### src/rtl/mult_div_unit.sv
// mult_div_unit: iterative MIPS MULT/MULTU/DIV/DIVU engine feeding the HI/LO generator
// Ports:
//   clk             in   rising-edge clock
//   rst_n           in   asynchronous active-low reset
//   start           in   EX holds a mult/div instruction
//   funct           in   MULT/MULTU/DIV/DIVU function code, others ignored
//   operand_1       in   multiplicand / dividend (rs)
//   operand_2       in   multiplier / divisor (rt)
//   flush           in   abort the current operation
//   stall_req       out  hold the pipeline while an operation is in flight
//   mult_div_done   out  one-cycle pulse, result valid
//   mult_div_result out  mult: product; div: {remainder, quotient}
// Optional: define MULT_DIV_FAST_MULT_EN for a single-cycle array multiply.
`ifndef DATA_BUS
`define DATA_BUS 31:0
`endif
`ifndef DOUBLE_DATA_BUS
`define DOUBLE_DATA_BUS 63:0
`endif
`ifndef FUNCT_BUS
`define FUNCT_BUS 5:0
`endif
module mult_div_unit #(
   parameter int DATA_WIDTH = 32
) (
   input  logic                    clk,
   input  logic                    rst_n,
   input  logic                    start,
   input  logic [`FUNCT_BUS]       funct,
   input  logic [`DATA_BUS]        operand_1,
   input  logic [`DATA_BUS]        operand_2,
   input  logic                    flush,
   output logic                    stall_req,
   output logic                    mult_div_done,
   output logic [`DOUBLE_DATA_BUS] mult_div_result
);
   localparam int W = DATA_WIDTH;
   localparam int CW = $clog2(W);
   localparam logic [CW-1:0] LAST = CW'(W - 1);
   typedef enum logic [1:0] {IDLE, BUSY, DONE} state_t;
   state_t         state;
   logic [CW-1:0]  cnt;
   logic [2*W-1:0] acc;
   logic [W-1:0]   a_mag, b_mag, mag_1, mag_2;
   logic           is_div, neg_q, neg_r;
   logic           valid_op, op_div, sgn_1, sgn_2, accept;
   logic [W:0]     mult_sum, div_diff;
   logic [2*W-1:0] step;

   function automatic logic [2*W-1:0] sign_fix(input logic [2*W-1:0] v, input logic div,
                                                input logic nq, input logic nr);
      logic [W-1:0] hi, lo;
      hi = nr ? -v[2*W-1:W] : v[2*W-1:W];
      lo = nq ? -v[W-1:0] : v[W-1:0];
      return div ? {hi, lo} : (nq ? -v : v);
   endfunction

   // funct 0110xx: bit 1 selects divide, bit 0 selects unsigned
   assign valid_op  = funct[5:2] == 4'b0110;
   assign op_div    = funct[1];
   assign sgn_1     = ~funct[0] & operand_1[W-1];
   assign sgn_2     = ~funct[0] & operand_2[W-1];
   assign mag_1     = sgn_1 ? -operand_1 : operand_1;
   assign mag_2     = sgn_2 ? -operand_2 : operand_2;
   assign accept    = rst_n & (state == IDLE) & start & valid_op & ~flush;
   assign stall_req = accept | (state == BUSY);

   // acc holds {partial product, remaining multiplier} or {partial remainder, dividend/quotient}
   assign mult_sum = {1'b0, acc[2*W-1:W]} + (acc[0] ? {1'b0, a_mag} : '0);
   // the borrow bit of the 33-bit subtraction tells whether the divisor fits
   assign div_diff = {acc[2*W-1:W], acc[W-1]} - {1'b0, b_mag};
   assign step     = !is_div ? {mult_sum, acc[W-1:1]} :
                     div_diff[W] ? {acc[2*W-2:0], 1'b0} : {div_diff[W-1:0], acc[W-2:0], 1'b1};

`ifdef MULT_DIV_FAST_MULT_EN
   logic [2*W-1:0] fast_prod;
   assign fast_prod = {{W{1'b0}}, mag_1} * {{W{1'b0}}, mag_2};
`endif

   always_ff @(posedge clk or negedge rst_n) begin
      if (!rst_n) begin
         state           <= IDLE;
         cnt             <= '0;
         acc             <= '0;
         a_mag           <= '0;
         b_mag           <= '0;
         is_div          <= 1'b0;
         neg_q           <= 1'b0;
         neg_r           <= 1'b0;
         mult_div_done   <= 1'b0;
         mult_div_result <= '0;
      end else if (flush) begin
         state         <= IDLE;
         cnt           <= '0;
         mult_div_done <= 1'b0;
      end else begin
         mult_div_done <= 1'b0;
         case (state)
            IDLE: if (accept) begin
               a_mag  <= mag_1;
               b_mag  <= mag_2;
               is_div <= op_div;
               neg_q  <= sgn_1 ^ sgn_2;
               neg_r  <= sgn_1;
               cnt    <= '0;
               acc    <= {{W{1'b0}}, op_div ? mag_1 : mag_2};
               // divide by zero returns the raw dividend as remainder
               if (op_div && operand_2 == '0) begin
                  mult_div_result <= {operand_1, {W{1'b1}}};
                  mult_div_done   <= 1'b1;
                  state           <= DONE;
               end
`ifdef MULT_DIV_FAST_MULT_EN
               else if (!op_div) begin
                  mult_div_result <= sign_fix(fast_prod, 1'b0, sgn_1 ^ sgn_2, 1'b0);
                  mult_div_done   <= 1'b1;
                  state           <= DONE;
               end
`endif
               else state <= BUSY;
            end
            BUSY: begin
               acc <= step;
               cnt <= cnt + 1'b1;
               if (cnt == LAST) begin
                  mult_div_result <= sign_fix(step, is_div, neg_q, neg_r);
                  mult_div_done   <= 1'b1;
                  state           <= DONE;
               end
            end
            default: state <= IDLE;
         endcase
      end
   end
endmodule

### config.mk
export PLATFORM = sky130hd
export DESIGN_NAME = mult_div_unit
export DESIGN_NICKNAME = d
export VERILOG_FILES = /design/src/rtl/mult_div_unit.sv
export SDC_FILE = /design/constraint.sdc
export NUM_CORES = 1
export LEC_CHECK = 0
export CORE_MARGIN = 2
export CORE_UTILIZATION = 42
export CTS_CLUSTER_DIAMETER = 200
export DETAILED_ROUTE_END_ITERATION = 12
export PLACE_DENSITY = 0.64
export SYNTH_ARGS = -nofsm -noshare
export SYNTH_HDL_FRONTEND = slang
export SYNTH_SLANG_ARGS = --single-unit
### constraint.sdc
create_clock -name clk -period 8.45 [get_ports clk]
set_input_delay 1.2675 -clock clk [delete_from_list [all_inputs] [get_ports clk]]
set_output_delay 1.2675 -clock clk [all_outputs]
set_load 0.01 [all_outputs]
==> flow_metrics.env, run 1 <==
export IMPL_syn_mean_instance_area_sq_um=7.722
export IMPL_worstReg2RegStart="acc[0]"
export IMPL_synthCells=2243
export IMPL_grt_overflow_total=0
export IMPL_final_max_slew_violation_count=0
export IMPL_fin_crit_sh_pct=69.55
export IMPL_ioPinCount=140
export IMPL_finalSetupTns_ns=0
export IMPL_post_cts_setup_buffer_count=0
export IMPL_synth_edff_count=0
export IMPL_clkSlewWorstSetupHoldPaths_ns=0.06
export IMPL_post_drt_via_cell_ratio=6.280
export IMPL_setup_violations=0
export IMPL_worst_slew_pin_transition_ns=1.103
export IMPL_nets_finish=2431
export IMPL_netlist_area_leader_share_pct=29.33
export IMPL_clock_latency_ns=0.56
export IMPL_synth_cell_types=104
export IMPL_post_synth_main_area_contributors="sky130_fd_sc_hd__dfrtp_1, sky130_fd_sc_hd__o21ai_0, sky130_fd_sc_hd__a21oi_1"
export IMPL_routed_wirelength_mm=67.75
export IMPL_rsz0062_at_grt="no"
export IMPL_syn_area_sq_um=17320
export IMPL_clock_root_buffer="sky130_fd_sc_hd__clkbuf_16"
export IMPL_numCtsBuffers=24
export IMPL_placed_cells=2791
export IMPL_multiInputGateArea_sq_um=11370
export IMPL_synthDominantAreaCellType="sky130_fd_sc_hd__dfrtp_1"
export IMPL_finalPower_mw=5.355
export IMPL_drive_above_1_share_pct=5.384
export IMPL_design_core_area_sq_um=40740
export IMPL_ant_nets=0
export IMPL_area_sequential_sq_um=5084
export IMPL_fill_cells=4083
export IMPL_max_vdd_drop_v=0.0001764
export IMPL_drt_wirelength_per_cell_um=23.88
export IMPL_timing_max_slew_rel_slack_pct=26.47
export IMPL_synth_warning_count=0
export IMPL_crit_path_start="acc[0]"
export IMPL_setup_worst_path_end_class="flop"
export IMPL_drt_iter0_markers=2177
export IMPL_clock_net_sink_count=203
export IMPL_first_global_vias=16660
export IMPL_arrival_ns=6.29
export IMPL_fin_skew_ns=0.02814
export IMPL_synth_seq_cells=203
export IMPL_tritoncts="done"
export IMPL_fmax_mhz=170.1
export IMPL_hold_path_startpoint="a_mag[23]"
export IMPL_powerDensity_nw_per_um2=269.8
export IMPL_worst_setup_path_type="flop to flop"
export IMPL_drt_pre_antenna_iters=6
export IMPL_ys_dominant_reg_cell="sky130_fd_sc_hd__dfrtp_1"
export IMPL_drc=0
export IMPL_max_capacitance_violation_count=0
export IMPL_async_flop_share_pct=100.0
export IMPL_clock_tree_htree_level_count=1
export IMPL_path_max_fanout=34
export IMPL_layout_area_overhead_vs_synth_pct=14.57
export IMPL_final_period_minus_worst_setup_slack_ns=5.877
export IMPL_synthesis_nets=2389
export IMPL_synth_sequential_area_ratio_pct=29.33
export IMPL_initial_utilization_pct=42.52
export IMPL_cellLeakagePower_nw=8.500
export IMPL_rows=74
export IMPL_cts_resized_gates=0
export IMPL_dieArea_sq_um=42880
export IMPL_dieWidth_um=207.1
export IMPL_portBuffers=139
export IMPL_die_y_um=207.1
export IMPL_hold_violation_total_from_the_final_report=0
export IMPL_num_vias=17820
export IMPL_worst_ep_required_time_ns=8.86
export IMPL_initial_antenna_violation_count=2
export IMPL_grtUsageTotal_pct=30.78
export IMPL_routabilityCongestion=0.9602
export IMPL_final_instance_count_excl_fillers=2837
export IMPL_ctsHoldBuffers=0
export IMPL_place_detailed_hpwl_mm=51.85
export IMPL_status="complete, no violations"
export IMPL_grt_first_pass_wirelength_mm=103.4
export IMPL_startpoint_type="flop"
export IMPL_timing_hold_worst_class="flop to flop"
export IMPL_clockBufferDepth=3
export IMPL_grt_max_degree=88
## state kept, by name, indices dropped and copies added, names as in the netlist
name             flops
b_mag               32
acc                 64
neg_q                1
a_mag               32
mult_div_done        1
state                2
cnt                  5
neg_r                1
mult_div_result     64
is_div               1
## critical path, stage by stage (launching register included)
cell and delay [ns]:
sky130_fd_sc_hd__dfrtp_1 0.80, sky130_fd_sc_hd__and2_1 0.36, sky130_fd_sc_hd__ha_1 0.24, sky130_fd_sc_hd__fa_1 0.41, sky130_fd_sc_hd__a21o_1 0.20, sky130_fd_sc_hd__a221o_1 0.42, sky130_fd_sc_hd__a221oi_1 0.79, sky130_fd_sc_hd__o21ai_0 0.29
sky130_fd_sc_hd__xnor2_1 0.24, sky130_fd_sc_hd__nor2_1 0.10, sky130_fd_sc_hd__a221o_1 0.37, sky130_fd_sc_hd__nand4bb_4 0.26, sky130_fd_sc_hd__nand3b_1 0.27, sky130_fd_sc_hd__o41ai_2 0.42, sky130_fd_sc_hd__a2111oi_0 0.18, sky130_fd_sc_hd__or3b_1 0.40
## path summary, 6_finish.rpt
| kind | endpoint | slack [ns] | cells after the start |
|---|---|---|---|
| worst max-delay path | mult_div_result[57] | 2.57 | 15 |
| worst min-delay path | a_mag[23] | 0.47 | 2 |
| worst max register to register | mult_div_result[57] | 2.57 | 15 |
| worst min register to register | a_mag[23] | 0.47 | 2 |
| max in group asynchronous | acc[58] | 5.49 | 3 |
| min in group asynchronous | mult_div_result[6] | 0.70 | 1 |
## power by group
part	total, mW	switching [mW]	leakage [nW]	internal, mW
clock network	1.15	0.461	0.422	0.690
registers	1.28	0.163	2.53	1.11
logic	2.93	1.93	5.55	0.995
total	5.35	2.56	8.50	2.80
## logic make-up after synthesis
family / after synthesis / share of synthesized area (%)
flip-flops: 203 / 29.33
AND/OR/NAND/NOR: 808 / 22.61
XOR/XNOR: 152 / 7.686
multiplexers: 53 / 3.099
adder cells (fa/ha/maj): 72 / 5.288
buffers and inverters: 220 / 5.143
AO/OA/AOI/OAI: 735 / 26.84
## stage by stage
step	cell area, sq um	setup slack [ns]	util (%)	hold WS, ns
after global routing	19840	2.271	48.70	0.4982
after global placement	18980	2.637	46.58	0.4551
after detailed placement	18980	2.595	46.58	0.4653
after CTS	19840	2.735	48.70	0.4795
final	19840	2.573	48.71	0.4741
after floorplan	17320	3.146	-	0.4418
## Yosys cell counts (all sizes together), types with 11 or more instances
cell,number
a211o,13
a211oi,23
a21o,32
a21oi,205
a22o,18
a31oi,58
and2,47
and3,27
buf,37
clkbuf,113
dfrtp,203
ha,70
inv,69
mux2i,48
nand2,252
nand2b,13
nand3,53
nand4,35
nor2,223
nor2b,14
nor3,46
nor4,19
o211ai,25
o21a,11
o21ai,234
o31ai,15
or3,31
xnor2,87
xor2,65
## area by class of cell
| class | instances | area share, % |
|---|---|---|
| antenna | 2 | 0.02522 |
| clock buffer | 31 | 3.411 |
| clock inverter | 13 | 0.9332 |
| inverter | 70 | 1.324 |
| multi-input combinational | 1820 | 57.31 |
| sequential | 203 | 25.62 |
| tap | 532 | 3.354 |
| timing repair buffer | 166 | 8.027 |
## cell usage in the layout (no fill, tap or decap), drive strengths merged, types with 8 or more instances in the layout
cell type / n
mux2i: 48
clkbuf: 32
nand2b: 13
xor2: 65
nor3: 46
dfrtp: 203
o211ai: 25
a211oi: 23
nor2b: 14
and2: 47
a22o: 18
clkdlybuf4s50: 137
o21ai: 234
xnor2: 87
nand3: 53
or3: 31
nand2: 252
inv: 70
a21o: 32
or2: 9
nor2: 223
o21a: 11
o31ai: 15
and4: 8
nor3b: 8
nor4: 19
and3: 27
nand4: 35
a31oi: 58
a211o: 13
buf: 28
ha: 70
a21oi: 205
## metal layers
layer  up-vias  GRT usage, %  routed length [um]
met4         0         12.46                3165
met1      8650         41.54               28280
met3       146         4.594                5076
met5         -             0                   0
met2       802         49.44               31230
li1       8218             -                   -
Note: power is estimated with default switching activity, not from simulation.
==> run 2: changes to the inputs <==
- PLACE_DENSITY: 0.64 -> 0.66
- clock period: 8.45 -> 5.4 ns (I/O delays scaled with it)
==> flow_metrics.env, run 2 (synthesis results as in run 1) <==
export IMPL_initial_antenna_violation_count=0
export IMPL_cellLeakagePower_nw=8.703
export IMPL_path_max_fanout=7
export IMPL_area_sequential_sq_um=5084
export IMPL_post_drt_via_cell_ratio=6.243
export IMPL_crit_slowest_cell="sky130_fd_sc_hd__o41ai_1"
export IMPL_grt_overflow_total=0
export IMPL_drt_pre_antenna_iters=5
export IMPL_critical_path_max_stage_delay_ns=0.46
export IMPL_arrival_ns=5.60
export IMPL_mostFrequentLayoutCell="sky130_fd_sc_hd__nand2_1"
export IMPL_setup_worst_path_end_class="flop"
export IMPL_clock_latency_ns=0.56
export IMPL_routed_wirelength_mm=68.53
export IMPL_stdcell_area_sq_um=20140
export IMPL_worst_ep_required_time_ns=5.80
export IMPL_fin_hold_ws_ns=0.2348
export IMPL_setup_reg_to_reg_worst_slack_ns=0.20
export IMPL_drt_wirelength_per_cell_um=23.75
export IMPL_clkSlewWorstSetupHoldPaths_ns=0.06
export IMPL_portBuffers=139
export IMPL_mostFrequentLayoutCells="sky130_fd_sc_hd__nand2_1, sky130_fd_sc_hd__nor2_1, sky130_fd_sc_hd__o21ai_0"
export IMPL_placed_cells=2839
export IMPL_worst_setup_path_type="flop to flop"
export IMPL_worstPathBufferInverterCount=3
export IMPL_timing_hold_worst_class="primary input to async pin"
export IMPL_hold_violation_total_from_the_final_report=0
export IMPL_worst_slew_pin_transition_ns=1.002
export IMPL_clock_root_buffer="sky130_fd_sc_hd__clkbuf_16"
export IMPL_startpoint_type="flop"
export IMPL_layout_area_overhead_vs_synth_pct=16.27
export IMPL_rows=74
export IMPL_drive_above_1_share_pct=7.188
export IMPL_fin_skew_ns=0.02322
export IMPL_detailed_place_area_sq_um=19330
export IMPL_final_max_slew_violation_count=0
export IMPL_max_vdd_drop_v=0.0002606
export IMPL_dieArea_sq_um=42880
export IMPL_ioPinCount=140
export IMPL_rsz0062_at_grt="no"
export IMPL_dieWidth_um=207.1
export IMPL_nets_finish=2479
export IMPL_clock_net_sink_count=203
export IMPL_largestRegisters="acc (64), mult_div_result (64)"
export IMPL_clock_tree_htree_level_count=1
export IMPL_numCtsBuffers=24
export IMPL_die_y_um=207.1
export IMPL_powerDensity_nw_per_um2=418.1
export IMPL_timing_critical_path_cells="inv_1 -> ha_1 -> inv_1 -> fa_1 -> a21o_1 -> a221o_1 -> a21o_1 -> o211a_4 -> nor3_2 -> nor2_1 -> buf_4 -> a21oi_1 -> ha_1 -> nand3_1 -> nor3_2 -> nand4_1 -> or2_2 -> and2_1 -> o41ai_1 -> xnor2_1 -> o22ai_1"
export IMPL_num_vias=18020
export IMPL_finalSetupTns_ns=0
export IMPL_cpLargestDelayFamily="compound AO/OA/AOI/OAI gates"
export IMPL_fin_crit_sh_pct=96.23
export IMPL_first_global_vias=17190
export IMPL_place_detailed_hpwl_mm=53.21
export IMPL_multiInputGateArea_sq_um=11370
export IMPL_drt_iter0_markers=2133
export IMPL_final_instance_count_excl_fillers=2886
export IMPL_routabilityCongestion=0.9924
export IMPL_ctsHoldBuffers=0
export IMPL_drc=0
export IMPL_fill_cells=4081
export IMPL_initial_utilization_pct=42.52
export IMPL_final_period_minus_worst_setup_slack_ns=5.197
export IMPL_grtUsageTotal_pct=31.18
export IMPL_timing_max_slew_rel_slack_pct=33.04
export IMPL_setup_violations=0
export IMPL_clockBufferDepth=3
export IMPL_max_capacitance_violation_count=0
export IMPL_grt_first_pass_wirelength_mm=104.7
export IMPL_fmax_mhz=192.4
export IMPL_ant_nets=0
export IMPL_status="complete, no violations"
export IMPL_tritoncts="done"
export IMPL_grt_max_degree=75
export IMPL_design_core_area_sq_um=40740
-- run 2: area by class of cell --
type                            instances  share of cell area, %
Multi-Input combinational cell       1820                  56.47
Sequential cell                       203                  25.24
Timing Repair Buffer                  214                  9.699
Clock buffer                           37                  3.573
Tap cell                              532                  3.305
Inverter                               70                  1.305
Clock inverter                          7                 0.3666
Antenna cell                            3                0.03728
-- run 2: per-layer routing --
layer	vias up	track usage (%)	share of wire (%)
li1	8296	-	-
met1	8681	41.74	41
met2	872	49.79	46
met3	169	4.412	7.5
met4	0	14.58	5.4
met5	-	0	0
-- run 2: worst paths after layout --
check	startpoint	endpoint	depth (start not counted)
hold / removal	rst_n	mult_div_result[2]	1
min in group clk	a_mag[28]	a_mag[28]	2
hold reg to reg	a_mag[28]	a_mag[28]	2
setup / recovery	acc[31]	mult_div_result[58]	21
setup reg to reg	acc[31]	mult_div_result[58]	21
max in group asynchronous	rst_n	a_mag[16]	3
-- run 2: repair_timing --
item                       in CTS  in global routing
buffers inserted                0                  0
setup endpoints to repair       0                  3
resized for setup               0                  1
-- run 2: metrics by stage --
step	total power, mW	setup WS [ns]	utilization, %
finish	8.421	0.2033	49.43
global route	8.838	0.01040	49.41
CTS	8.317	0.2086	49.40
detailed placement	6.634	0.2539	47.45
global placement	6.611	0.3572	47.45
floorplan	4.993	0.09551	-
-- run 2: power breakdown --
part	switching, mW	total [mW]	internal, mW
sequential	0.242	1.98	1.74
combinational	3.10	4.77	1.68
clock	0.698	1.66	0.964
total	4.04	8.42	4.38
==> run 3: changes to the inputs <==
- SLEW_MARGIN: unset -> 40
==> flow_metrics.env, run 3 (synthesis results as in run 1) <==
export IMPL_status="complete, no violations"
export IMPL_first_global_vias=17220
export IMPL_worst_r2r_dst="mult_div_result[58]"
export IMPL_dieWidth_um=207.1
export IMPL_rows=74
export IMPL_power_share_sequential_pct=23.8
export IMPL_ctsHoldBuffers=0
export IMPL_drt_iter0_markers=2039
export IMPL_worst_ep_required_time_ns=5.81
export IMPL_grt_first_pass_wirelength_mm=104.8
export IMPL_final_max_slew_violation_count=0
export IMPL_worstPathBufferInverterCount=3
export IMPL_clock_root_buffer="sky130_fd_sc_hd__clkbuf_16"
export IMPL_startpoint_type="flop"
export IMPL_grtUsageTotal_pct=31.19
export IMPL_critical_path_depth=21
export IMPL_final_period_minus_worst_setup_slack_ns=5.206
export IMPL_fin_skew_ns=0.01347
export IMPL_final_instance_count_excl_fillers=2884
export IMPL_numCtsBuffers=24
export IMPL_timing_hold_worst_class="primary input to async pin"
export IMPL_worstReg2RegStart="acc[31]"
export IMPL_portBuffers=139
export IMPL_path_max_fanout=7
export IMPL_crit_path_start="acc[31]"
export IMPL_worstSetupEndpoint="mult_div_result[58]"
export IMPL_drive_above_1_share_pct=7.355
export IMPL_finalSetupTns_ns=0
export IMPL_routabilityCongestion=0.9924
export IMPL_nets_finish=2480
export IMPL_post_cts_setup_buffer_count=0
export IMPL_post_drt_via_cell_ratio=6.251
export IMPL_worst_slew_pin_transition_ns=0.8741
export IMPL_place_detailed_hpwl_mm=53.24
export IMPL_share_comb_of_total_power_pct=57.2
export IMPL_cellLeakagePower_nw=8.701
export IMPL_routed_wirelength_mm=68.61
export IMPL_setup_violations=0
export IMPL_ioPinCount=140
export IMPL_fin_crit_sh_pct=96.40
export IMPL_mostFrequentLayoutCells="sky130_fd_sc_hd__nand2_1, sky130_fd_sc_hd__nor2_1, sky130_fd_sc_hd__o21ai_0"
export IMPL_fmax_mhz=192.1
export IMPL_crit_slowest_cell="sky130_fd_sc_hd__o41ai_1"
export IMPL_num_vias=18030
export IMPL_grt_overflow_total=0
export IMPL_tritoncts="done"
export IMPL_max_capacitance_violation_count=0
export IMPL_hold_violation_total_from_the_final_report=0
export IMPL_timing_critical_path_cells="inv_1 -> ha_1 -> inv_1 -> fa_1 -> a21o_1 -> a221o_1 -> a21o_1 -> o211a_4 -> nor3_2 -> nor2_1 -> buf_4 -> a21oi_1 -> ha_1 -> nand3_1 -> nor3_2 -> nand4_1 -> or2_2 -> and2_1 -> o41ai_1 -> xnor2_1 -> o22ai_1"
export IMPL_design_core_area_sq_um=40740
export IMPL_worst_setup_path_type="flop to flop"
export IMPL_layout_area_overhead_vs_synth_pct=16.12
export IMPL_grt_max_degree=75
export IMPL_setup_worst_path_end_class="flop"
export IMPL_clock_latency_ns=0.55
export IMPL_critical_path_max_stage_delay_ns=0.48
export IMPL_fin_hold_ws_ns=0.2397
export IMPL_mostFrequentLayoutCell="sky130_fd_sc_hd__nand2_1"
export IMPL_initial_antenna_violation_count=2
export IMPL_die_y_um=207.1
export IMPL_clock_tree_htree_level_count=1
export IMPL_cellInternalPower_mw=4.312
export IMPL_timing_reg2reg_worst_path_depth=21
export IMPL_powerDensity_nw_per_um2=415.3
export IMPL_timing_max_slew_rel_slack_pct=41.52
export IMPL_dieArea_sq_um=42880
export IMPL_setup_reg_to_reg_worst_slack_ns=0.19
export IMPL_arrival_ns=5.62
export IMPL_clkSlewWorstSetupHoldPaths_ns=0.06
export IMPL_drt_wirelength_per_cell_um=23.79
export IMPL_largestRegisters="acc (64), mult_div_result (64)"
export IMPL_cpLargestDelayFamily="compound AO/OA/AOI/OAI gates"
export IMPL_placed_cells=2839
export IMPL_drt_pre_antenna_iters=8
export IMPL_clockBufferDepth=3
export IMPL_clockPowerShare_pct=19.0
export IMPL_sw_frac_of_total_pct=48.39
export IMPL_max_vdd_drop_v=0.0002945
export IMPL_rsz0062_at_grt="no"
export IMPL_drc=0
export IMPL_cts_resized_gates=0
export IMPL_ant_nets=0
export IMPL_initial_utilization_pct=42.52
export IMPL_clock_net_sink_count=203
export IMPL_diodes=0
export IMPL_finalPower_mw=8.353
export IMPL_p_sw_mw=4.042
-- run 3: cell types whose count changed in the layout (fill, tap and decap cells not counted), moves of 2 or more --
cell,previous run,this run
sky130_fd_sc_hd__nor2_2,2,4
sky130_fd_sc_hd__clkbuf_8,8,6
sky130_fd_sc_hd__nor2_1,221,219
sky130_fd_sc_hd__diode_2,3,0
sky130_fd_sc_hd__clkinv_2,4,8
-- run 3: through the flow --
stage	instance area, sq um	util [%]	worst slack, ns
floorplan	17320	-	0.09551
global placement	19330	47.45	0.3572
detailed placement	19330	47.46	0.2446
CTS	20080	49.30	0.2393
global route	20110	49.37	0.009814
finish	20110	49.37	0.1944
-- run 3: layer usage --
layer  GRT usage (%)  vias up  wire (um)
met5               0        -         34
met4           14.41        6       3610
met3           5.033      175       5260
met2           49.76      826      31410
met1           41.45     8734      28300
li1                -     8286          -
-- run 3: how the worst min path moves through the flow --
stage / endpoint / from / depth (start not counted) / slack (ns)
CTS: mult_div_result[6] / rst_n / 1 / 0.25
floorplan: a_mag[31] / a_mag[31] / 2 / 0.44
finish: mult_div_result[2] / rst_n / 1 / 0.24
detailed placement: a_mag[31] / a_mag[31] / 2 / 0.47
global route: mult_div_result[23] / rst_n / 1 / 0.27
global placement: a_mag[31] / a_mag[31] / 2 / 0.46
-- run 3: power by group through the flow --
| stage | clock, mW | sequential (mW) | combinational, mW |
|---|---|---|---|
| after floorplan | 0 | 1.91 | 3.08 |
| after global placement | 0 | 2.00 | 4.61 |
| after detailed placement | 0 | 2.00 | 4.63 |
| after CTS | 1.60 | 1.98 | 4.65 |
| after global routing | 1.66 | 2.01 | 5.09 |
| final | 1.59 | 1.98 | 4.78 |
-- run 3: cell type report --
class | instances | area, sq um
Clock inverter | 9 | 56.30
Sequential cell | 203 | 5084
Timing Repair Buffer | 215 | 1973
Tap cell | 532 | 665.6
Inverter | 70 | 262.8
Fill cell | 4036 | 20630
Multi-Input combinational cell | 1820 | 11380
Clock buffer | 35 | 691.9
